==> src/rtl/truth_sweep_pkg.sv <==
// Shared definitions for the truth-table sweeper: FSM encoding, vector count
// and counter widths.
package truth_sweep_pkg;

  typedef enum logic [1:0] {
    IDLE   = 2'd0,
    DRIVE  = 2'd1,
    SAMPLE = 2'd2,
    FINISH = 2'd3
  } state_t;

  localparam int NUM_VECTORS = 4;
  localparam int IDX_W       = 2;
  localparam int CNT_W       = 4;

  localparam logic [IDX_W-1:0] LAST_IDX = IDX_W'(NUM_VECTORS - 1);

endpackage

==> src/rtl/sweep_settle_timer.sv <==
// Counts how long the current input vector has been held; expired marks the
// final hold cycle so the FSM can move to sampling on the next edge.
module sweep_settle_timer
  import truth_sweep_pkg::*;
#(
  parameter int SETTLE = 1
) (
  input  logic clk,
  input  logic rst_n,
  input  logic clear,
  input  logic enable,
  output logic expired
);

  localparam logic [CNT_W-1:0] LAST_CNT = CNT_W'(SETTLE - 1);

  logic [CNT_W-1:0] cnt_q;
  logic [CNT_W-1:0] cnt_d;

  always_comb begin
    cnt_d = cnt_q;
    if (clear) begin
      cnt_d = '0;
    end else if (enable) begin
      cnt_d = cnt_q + 1'b1;
    end
  end

  always_ff @(posedge clk or negedge rst_n) begin
    if (!rst_n) begin
      cnt_q <= '0;
    end else begin
      cnt_q <= cnt_d;
    end
  end

  assign expired = enable && (cnt_q == LAST_CNT);

endmodule

==> src/rtl/truth_table_sweeper.sv <==
// Drives the four two-input vectors into a gate under test, captures its output
// per vector into table_out and compares the result against a reference table.
module truth_table_sweeper
  import truth_sweep_pkg::*;
#(
  parameter int SETTLE = 1
) (
  input  logic       clk,
  input  logic       rst_n,
  input  logic       start,
  input  logic [3:0] expected,
  output logic       a_out,
  output logic       b_out,
  input  logic       s_in,
  output logic       busy,
  output logic       done,
  output logic [3:0] table_out,
  output logic       match
);

  state_t           state_q, state_d;
  logic [IDX_W-1:0] idx_q, idx_d;
  logic [3:0]       table_q, table_d;
  logic             busy_q, busy_d;
  logic             done_q, done_d;
  logic             match_q, match_d;
  logic             settle_expired;

  sweep_settle_timer #(
    .SETTLE (SETTLE)
  ) u_settle (
    .clk     (clk),
    .rst_n   (rst_n),
    .clear   (state_q != DRIVE),
    .enable  (state_q == DRIVE),
    .expired (settle_expired)
  );

  always_ff @(posedge clk or negedge rst_n) begin
    if (!rst_n) begin
      state_q <= IDLE;
    end else begin
      state_q <= state_d;
    end
  end

  always_comb begin
    state_d = state_q;
    unique case (state_q)
      IDLE:    if (start) state_d = DRIVE;
      DRIVE:   if (settle_expired) state_d = SAMPLE;
      SAMPLE:  state_d = (idx_q == LAST_IDX) ? FINISH : DRIVE;
      FINISH:  state_d = IDLE;
      default: state_d = IDLE;
    endcase
  end

  // start is only honoured from IDLE, so requests during a sweep or in FINISH drop out here.
  always_comb begin
    idx_d   = idx_q;
    table_d = table_q;
    busy_d  = busy_q;
    done_d  = 1'b0;
    match_d = match_q;
    unique case (state_q)
      IDLE: begin
        if (start) begin
          idx_d   = '0;
          table_d = 4'b0000;
          busy_d  = 1'b1;
        end
      end
      SAMPLE: begin
        table_d[idx_q] = s_in;
        if (idx_q != LAST_IDX) begin
          idx_d = idx_q + 1'b1;
        end
      end
      FINISH: begin
        done_d  = 1'b1;
        busy_d  = 1'b0;
        match_d = (table_q == expected);
      end
      default: ;
    endcase
  end

  always_ff @(posedge clk or negedge rst_n) begin
    if (!rst_n) begin
      idx_q   <= '0;
      table_q <= 4'b0000;
      busy_q  <= 1'b0;
      done_q  <= 1'b0;
      match_q <= 1'b0;
    end else begin
      idx_q   <= idx_d;
      table_q <= table_d;
      busy_q  <= busy_d;
      done_q  <= done_d;
      match_q <= match_d;
    end
  end

  assign a_out     = idx_q[1];
  assign b_out     = idx_q[0];
  assign busy      = busy_q;
  assign done      = done_q;
  assign table_out = table_q;
  assign match     = match_q;

endmodule

==> config.mk <==
export PLATFORM = sky130hd
export DESIGN_NAME = truth_table_sweeper
export DESIGN_NICKNAME = d
export VERILOG_FILES = /design/src/rtl/truth_sweep_pkg.sv /design/src/rtl/sweep_settle_timer.sv /design/src/rtl/truth_table_sweeper.sv
export SDC_FILE = /design/constraint.sdc
export NUM_CORES = 1
export LEC_CHECK = 0
export CAP_MARGIN = 0
export CORE_MARGIN = 8
export CORE_UTILIZATION = 40
export DETAILED_ROUTE_END_ITERATION = 7
export GPL_ROUTABILITY_DRIVEN = 0
export GPL_TIMING_DRIVEN = 1
export PLACE_DENSITY = 0.69
export SYNTH_ARGS = -nofsm -noshare
export SYNTH_HDL_FRONTEND = slang
export SYNTH_SLANG_ARGS = --single-unit
==> constraint.sdc <==
create_clock -name clk -period 1.5 [get_ports clk]
set_input_delay 0.45 -clock clk [delete_from_list [all_inputs] [get_ports clk]]
set_output_delay 0.45 -clock clk [all_outputs]
set_load 0.05 [all_outputs]
==> results.toml, run 1 <==
[outcome]
status = "complete, no violations"

[grt]
grt_max_degree = 16
grt_first_pass_wirelength_um = 2590
grt_pass1_vias = 572
grt_overflow_total = 0
globalRouteTotalUtil_pct = 9.84
antenna_found_initial = 0

[power_and_ir_drop]
clkPwrFrac_pct = 10.0
ir_drop_mv = 0.946
p_switching_uw = 965
leakagePower_nw = 0.498
power.share.sequential_pct = 34.3
p_int_mw = 1.30
power_mw = 2.26
p_comb_share_pct = 55.8
netSwitchingFraction_pct = 42.7
cellPowerDensity_nw_per_um2 = 2090

[routing]
via_count = 544
post-route-drc-count = 0
vias_per_cell = 4.77
ant_nets = 0
drt_pass1_iterations = 2
wire_per_inst_um = 13.3
wirelength_um = 1520
drtIter0Drc = 4

[logic_synthesis]
synth_top_cell_area_share_pct = 49.3
async_reset_ff_share_pct = 100
yosysUniqueCellTypes = 20
syn_nets = 82
ys_warn_count = 0
synthCells = 68
synth-seq-cells = 15
yosysTopAreaCell = "dfrtp_1"
ys.flop_type = "dfrtp_1"
synth_top_cells_by_area = "dfrtp_1, ha_1, a22o_1"
ys_seq_area_share_pct = 49.3
yosysMostFrequentCell = "dfrtp_1"
yosys-top-cells-count = "dfrtp_1, a22o_1, inv_1, ha_1, nor2_1"
syn_area_um2 = 761
avgSynthCellArea_um2 = 11.2
synth-edff-count = 0

[floorplanning]
coreArea_um2 = 1760
die_area_um2 = 3550
die_x_um = 59.6
initial_core_util_pct = 43.1
dieHeight_um = 59.6
num_rows = 15
num_io_pins = 17

[cells_and_area]
register_area_um2 = 378
area_delta_synth_final_pct = 42.1
final_nets = 104
fin_area_um2 = 1080
n_fill_cell = 155
multi_input_area_um2 = 354
antenna_cells = 0
drive_gt1_share_pct = 24.7

[worst_setup_path]
endpoint_kind = "flip-flop"
criticalPathCategory = "reg2reg"
cp_max_fo = 5
crit_path_start_kind = "flip-flop"
crit_arrival_ps = 1560
crit_required_ps = 1680

[timing]
layout_setup_ws_ps = 115
holdWs_ps = 480
hold_viol = 0
relSlewSlack_pct = 78.0
finClkSkew_ps = 11.1
rsz0062_at_grt = "false"
tightest_slew_ps = 329
timing.final.crit_share_pct = 92.3
fmax_ghz = 0.722
finalSetupViolCount = 0
drv_slew = 0
min_period_ps = 1380

[cts]
cts_tree = "yes"
h-tree-depth = 1
ctsResizeCount = 0
clk_path_buf_depth = 2
clkTransAtPathRegs_ps = 90
hold_buffers = 0
cts_made_buffers = 3
cts_root_buf = "clkbuf_4"
cts_sinks = 15
clkLatencyLatePin_ps = 280
post-cts-setup-buffers = 0

[place]
post-dp-hpwl_um = 1150
port_buffers = 16
post_dp_cell_area_um2 = 1050
post-place-ws_ps = -97.7

[worst_hold_path]
hold_path.class = "in2async"

[run]
drv_cap = 0
==> path summary, 6_finish.rpt <==
path,cells past startpoint,startpoint,to,slack (ps)
min in group clk,1,u_settle.cnt_q[0],u_settle.cnt_q[0],500
worst max-delay path,4,idx_q[0],table_out[0],120
max in group asynchronous,2,rst_n,state_q[1],830
worst max register to register,4,idx_q[0],table_out[0],120
worst min register to register,1,u_settle.cnt_q[0],u_settle.cnt_q[0],500
worst min-delay path,2,rst_n,table_out[1],480
==> cell type report <==
| class | count | share of cell area (%) |
|---|---|---|
| Timing Repair Buffer | 18 | 24.5 |
| Inverter | 7 | 2.43 |
| Multi-Input combinational cell | 45 | 32.8 |
| Sequential cell | 15 | 35.0 |
| Clock buffer | 4 | 2.43 |
| Tap cell | 25 | 2.89 |
==> metrics by stage <==
stage | setup TNS (ps) | std cells | util [%]
after floorplan | 0 | 68 | -
after global placement | -289 | 110 | 59.8
after detailed placement | -319 | 110 | 59.8
after CTS | 0 | 114 | 61.3
after global routing | 0 | 114 | 61.3
final | 0 | 114 | 61.3
==> flip-flops by register name, indices dropped and copies added (netlist names) <==
| register | count |
|---|---|
| busy | 1 |
| match | 1 |
| state_q | 2 |
| u_settle.cnt_q | 4 |
| idx_q | 2 |
| done | 1 |
| table_out | 4 |
==> cells in the final DEF, fill, tap and decap left out, drive strengths merged <==
master,Yosys,routed
o21ai,3,3
nor2,6,6
nand2,4,4
a21o,1,1
a21oi,1,1
xor2,1,1
xnor2,5,5
o2bb2ai,1,1
mux2,5,5
nand3,2,2
clkbuf,0,4
a22o,7,7
nand4,1,1
nand2b,1,1
dfrtp,15,15
buf,1,11
nor2b,1,1
inv,7,7
ha,6,6
clkdlybuf4s50,0,7
==> logic make-up after synthesis <==
kind of cell / after synthesis / synth area share, %
AO/OA/AOI/OAI: 13 / 12.8
XOR/XNOR: 6 / 6.91
adder cells (fa/ha/maj): 6 / 9.87
buffers and inverters: 8 / 4.11
flip-flops: 15 / 49.3
multiplexers: 5 / 7.89
AND/OR/NAND/NOR: 15 / 9.05
==> metal layers <==
layer / up-vias / global-route usage [%] / routed length [um]
met2: 13 / 15.3 / 683
met3: 2 / 3.47 / 102
met1: 257 / 10.8 / 710
met5: - / 0 / 0
li1: 272 / - / -
met4: 0 / 7.14 / 19
==> power groups by stage <==
stage	registers [mW]	clock network [mW]	logic (mW)
2_1_floorplan	0.996	0	0.473
3_3_place_gp	0.779	0	1.25
3_5_place_dp	0.785	0	1.27
4_1_cts	0.777	0.237	1.28
5_1_grt	0.806	0.258	1.34
6_report	0.775	0.225	1.26
==> critical path, stage by stage, from the launching register on <==
cell and delay [ps]:
dfrtp_2 460, inv_1 120, ha_1 190, mux2_4 300, a22o_1 220
Note: power is estimated with default switching activity, not from simulation.
==> run 2, diff against run 1 <==
--- a/config.mk
+++ b/config.mk
@@ -11,7 +11,9 @@
 export DETAILED_ROUTE_END_ITERATION = 7
 export GPL_ROUTABILITY_DRIVEN = 0
 export GPL_TIMING_DRIVEN = 1
-export PLACE_DENSITY = 0.69
+export HOLD_SLACK_MARGIN = 0.15
+export PLACE_DENSITY = 0.68
 export SYNTH_ARGS = -nofsm -noshare
 export SYNTH_HDL_FRONTEND = slang
+export SYNTH_HIERARCHICAL = 1
 export SYNTH_SLANG_ARGS = --single-unit
==> constraint.sdc (replaced) <==
create_clock -name clk -period 1.3 [get_ports clk]
set_input_delay 0.39 -clock clk [delete_from_list [all_inputs] [get_ports clk]]
set_output_delay 0.39 -clock clk [all_outputs]
set_load 0.05 [all_outputs]
==> run 2 against run 1 <==
Effect of this change: the flow now finishes with violations (setup timing); hold slack worse by 69 ps; non-clock buffer count up 14; sequential share of layout area down 6.3 points; largest cell class is now multi-input gates.
==> results.toml, run 2 <==
[cts]
cts_made_buffers = 3
clk_path_buf_depth = 2
hold_buffers = 0
clkLatencyLatePin_ps = 290
clkTransAtPathRegs_ps = 100
h-tree-depth = 1
cts_root_buf = "clkbuf_4"
cts_tree = "yes"
cts_sinks = 15

[logic_synthesis]
yosysMostFrequentCell = "dfrtp_1"
yosysTopAreaCell = "dfrtp_1"
yosysUniqueCellTypes = 23
ys_seq_area_share_pct = 45.7
async_reset_ff_share_pct = 100
ys.flop_type = "dfrtp_1"
avgSynthCellArea_um2 = 11.1
synth_top_cell_area_share_pct = 45.7
syn_area_um2 = 822
synthCells = 74
synth-edff-count = 0
ys_warn_count = 6
yosys-top-cells-count = "dfrtp_1, ha_1, inv_1, a22o_1"
syn_nets = 89
synth-seq-cells = 15
synth_top_cells_by_area = "dfrtp_1, ha_1, a22o_1"

[power_and_ir_drop]
cellPowerDensity_nw_per_um2 = 2050
clkPwrFrac_pct = 10.1
power.share.sequential_pct = 26.8
ir_drop_mv = 1.30
netSwitchingFraction_pct = 41.2
p_int_mw = 1.62
power_mw = 2.76
p_switching_mw = 1.14
p_comb_share_pct = 63.1
leakagePower_nw = 0.600

[place]
post-dp-hpwl_um = 1380
dp.cells = 124
post-place-ws_ps = -258
port_buffers = 16

[cells_and_area]
final_nets = 125
final_cell_mix = "buf_4, dfrtp_1, buf_12"
layoutNonFillerInstCount = 136
drive_gt1_share_pct = 45.9
area_delta_synth_final_pct = 64.1
antenna_cells = 0
multi_input_area_um2 = 480
register_area_um2 = 387
n_fill_cell = 139
layout_commonest_cell = "buf_4"

[grt]
grt_overflow_total = 0
grt_first_pass_wirelength_um = 3110
antenna_found_initial = 0
grt_pass1_vias = 703
grt_max_degree = 16
globalRouteTotalUtil_pct = 11.2

[floorplanning]
coreArea_um2 = 1940
num_io_pins = 17
die_x_um = 61.3
die_area_um2 = 3760
dieHeight_um = 61.3
initial_core_util_pct = 42.3
num_rows = 16

[routing]
vias_per_cell = 5.01
drt_pass1_iterations = 4
wirelength_um = 1880
drtIter0Drc = 3
post-route-drc-count = 0
via_count = 681
ant_nets = 0
wire_per_inst_um = 13.8

[worst_setup_path]
cp_slowest_cell = "dfrtp_4"
crit_required_ps = 910
cp_max_fo = 3
cp_top_family = "flip-flops"
crit_path_start_kind = "flip-flop"
worstPathCellList = "buf_6 > buf_12"
critPathMaxStageDelay_ps = 500
crit_arrival_ps = 1060
endpoint_kind = "primary output"
crit_buf_inv = 2
criticalPathCategory = "reg2out"

[timing]
relSlewSlack_pct = 85.5
layout_setup_ws_ps = -151
rsz0062_at_grt = "true"
timing.final.crit_share_pct = 112
fmax_ghz = 0.689
finalSetupViolCount = 7
tightest_slew_ps = 211
timing.setup.tns_ps = -801
hold_viol = 0
min_period_ps = 1450
finClkSkew_ps = 4.48
drv_slew = 0

[worst_hold_path]
hold_path.class = "in2async"

[outcome]
violations = "setup timing"
status = "complete, but fails checks"

[run]
drv_cap = 0
[run 2: path summary, 6_finish.rpt]
path	start	to	slack (ps)	cells past startpoint
worst min register to register	match	match	560	2
worst min-delay path	rst_n	table_out[1]	410	2
min in group clk	match	match	560	2
max in group asynchronous	rst_n	idx_q[1]	700	2
worst max-delay path	idx_q[0]	b_out	-150	2
worst max register to register	idx_q[1]	table_out[0]	-140	5
[run 2: stage by stage]
step | util, % | hold slack (ps) | cell area, um^2
after global routing | 69.5 | 414 | 1350
after CTS | 68.2 | 416 | 1320
final | 69.5 | 410 | 1350
after global placement | 63.3 | 525 | 1230
after detailed placement | 63.3 | 542 | 1230
after floorplan | - | 94.4 | 890
[run 2: cell type report]
class | instances | area share (%)
clock buffers | 3 | 1.67
multi-input cells | 51 | 35.6
clock inverters | 1 | 0.371
well taps | 27 | 2.50
flip-flops and latches | 15 | 28.7
repair buffers | 32 | 28.3
inverters | 7 | 2.88
[run 2: metal layers]
| layer | share of wire (%) | global-route usage, % |
|---|---|---|
| met1 | 42 | 12.4 |
| met2 | 47 | 18.4 |
| met3 | 8.7 | 3.97 |
| met4 | 1.7 | 5.84 |
| met5 | 0 | 0 |
[run 2: cells by family after synthesis]
kind of cell    after synthesis  synth area share, %
mux                           7                 9.74
compound gates               16                 13.9
fa+ha+maj                     7                 10.7
flops                        15                 45.7
simple gates                 16                 11.0
buf+inv                       8                 3.81
xor+xnor                      5                 5.33
[run 2: repair_timing]
action                                  CTS  global route
endpoints found under the setup margin    9            12
buffers inserted                          5             3
gates resized for setup                   9             1
pin swaps                                 1             2
[run 2: power groups by stage]
stage	Sequential, mW	Clock [mW]	Combinational [mW]
after detailed placement	0.794	0	1.57
final	0.740	0.279	1.74
after global routing	0.761	0.309	1.87
after CTS	0.744	0.281	1.73
after global placement	0.785	0	1.54
after floorplan	1.06	0	0.600
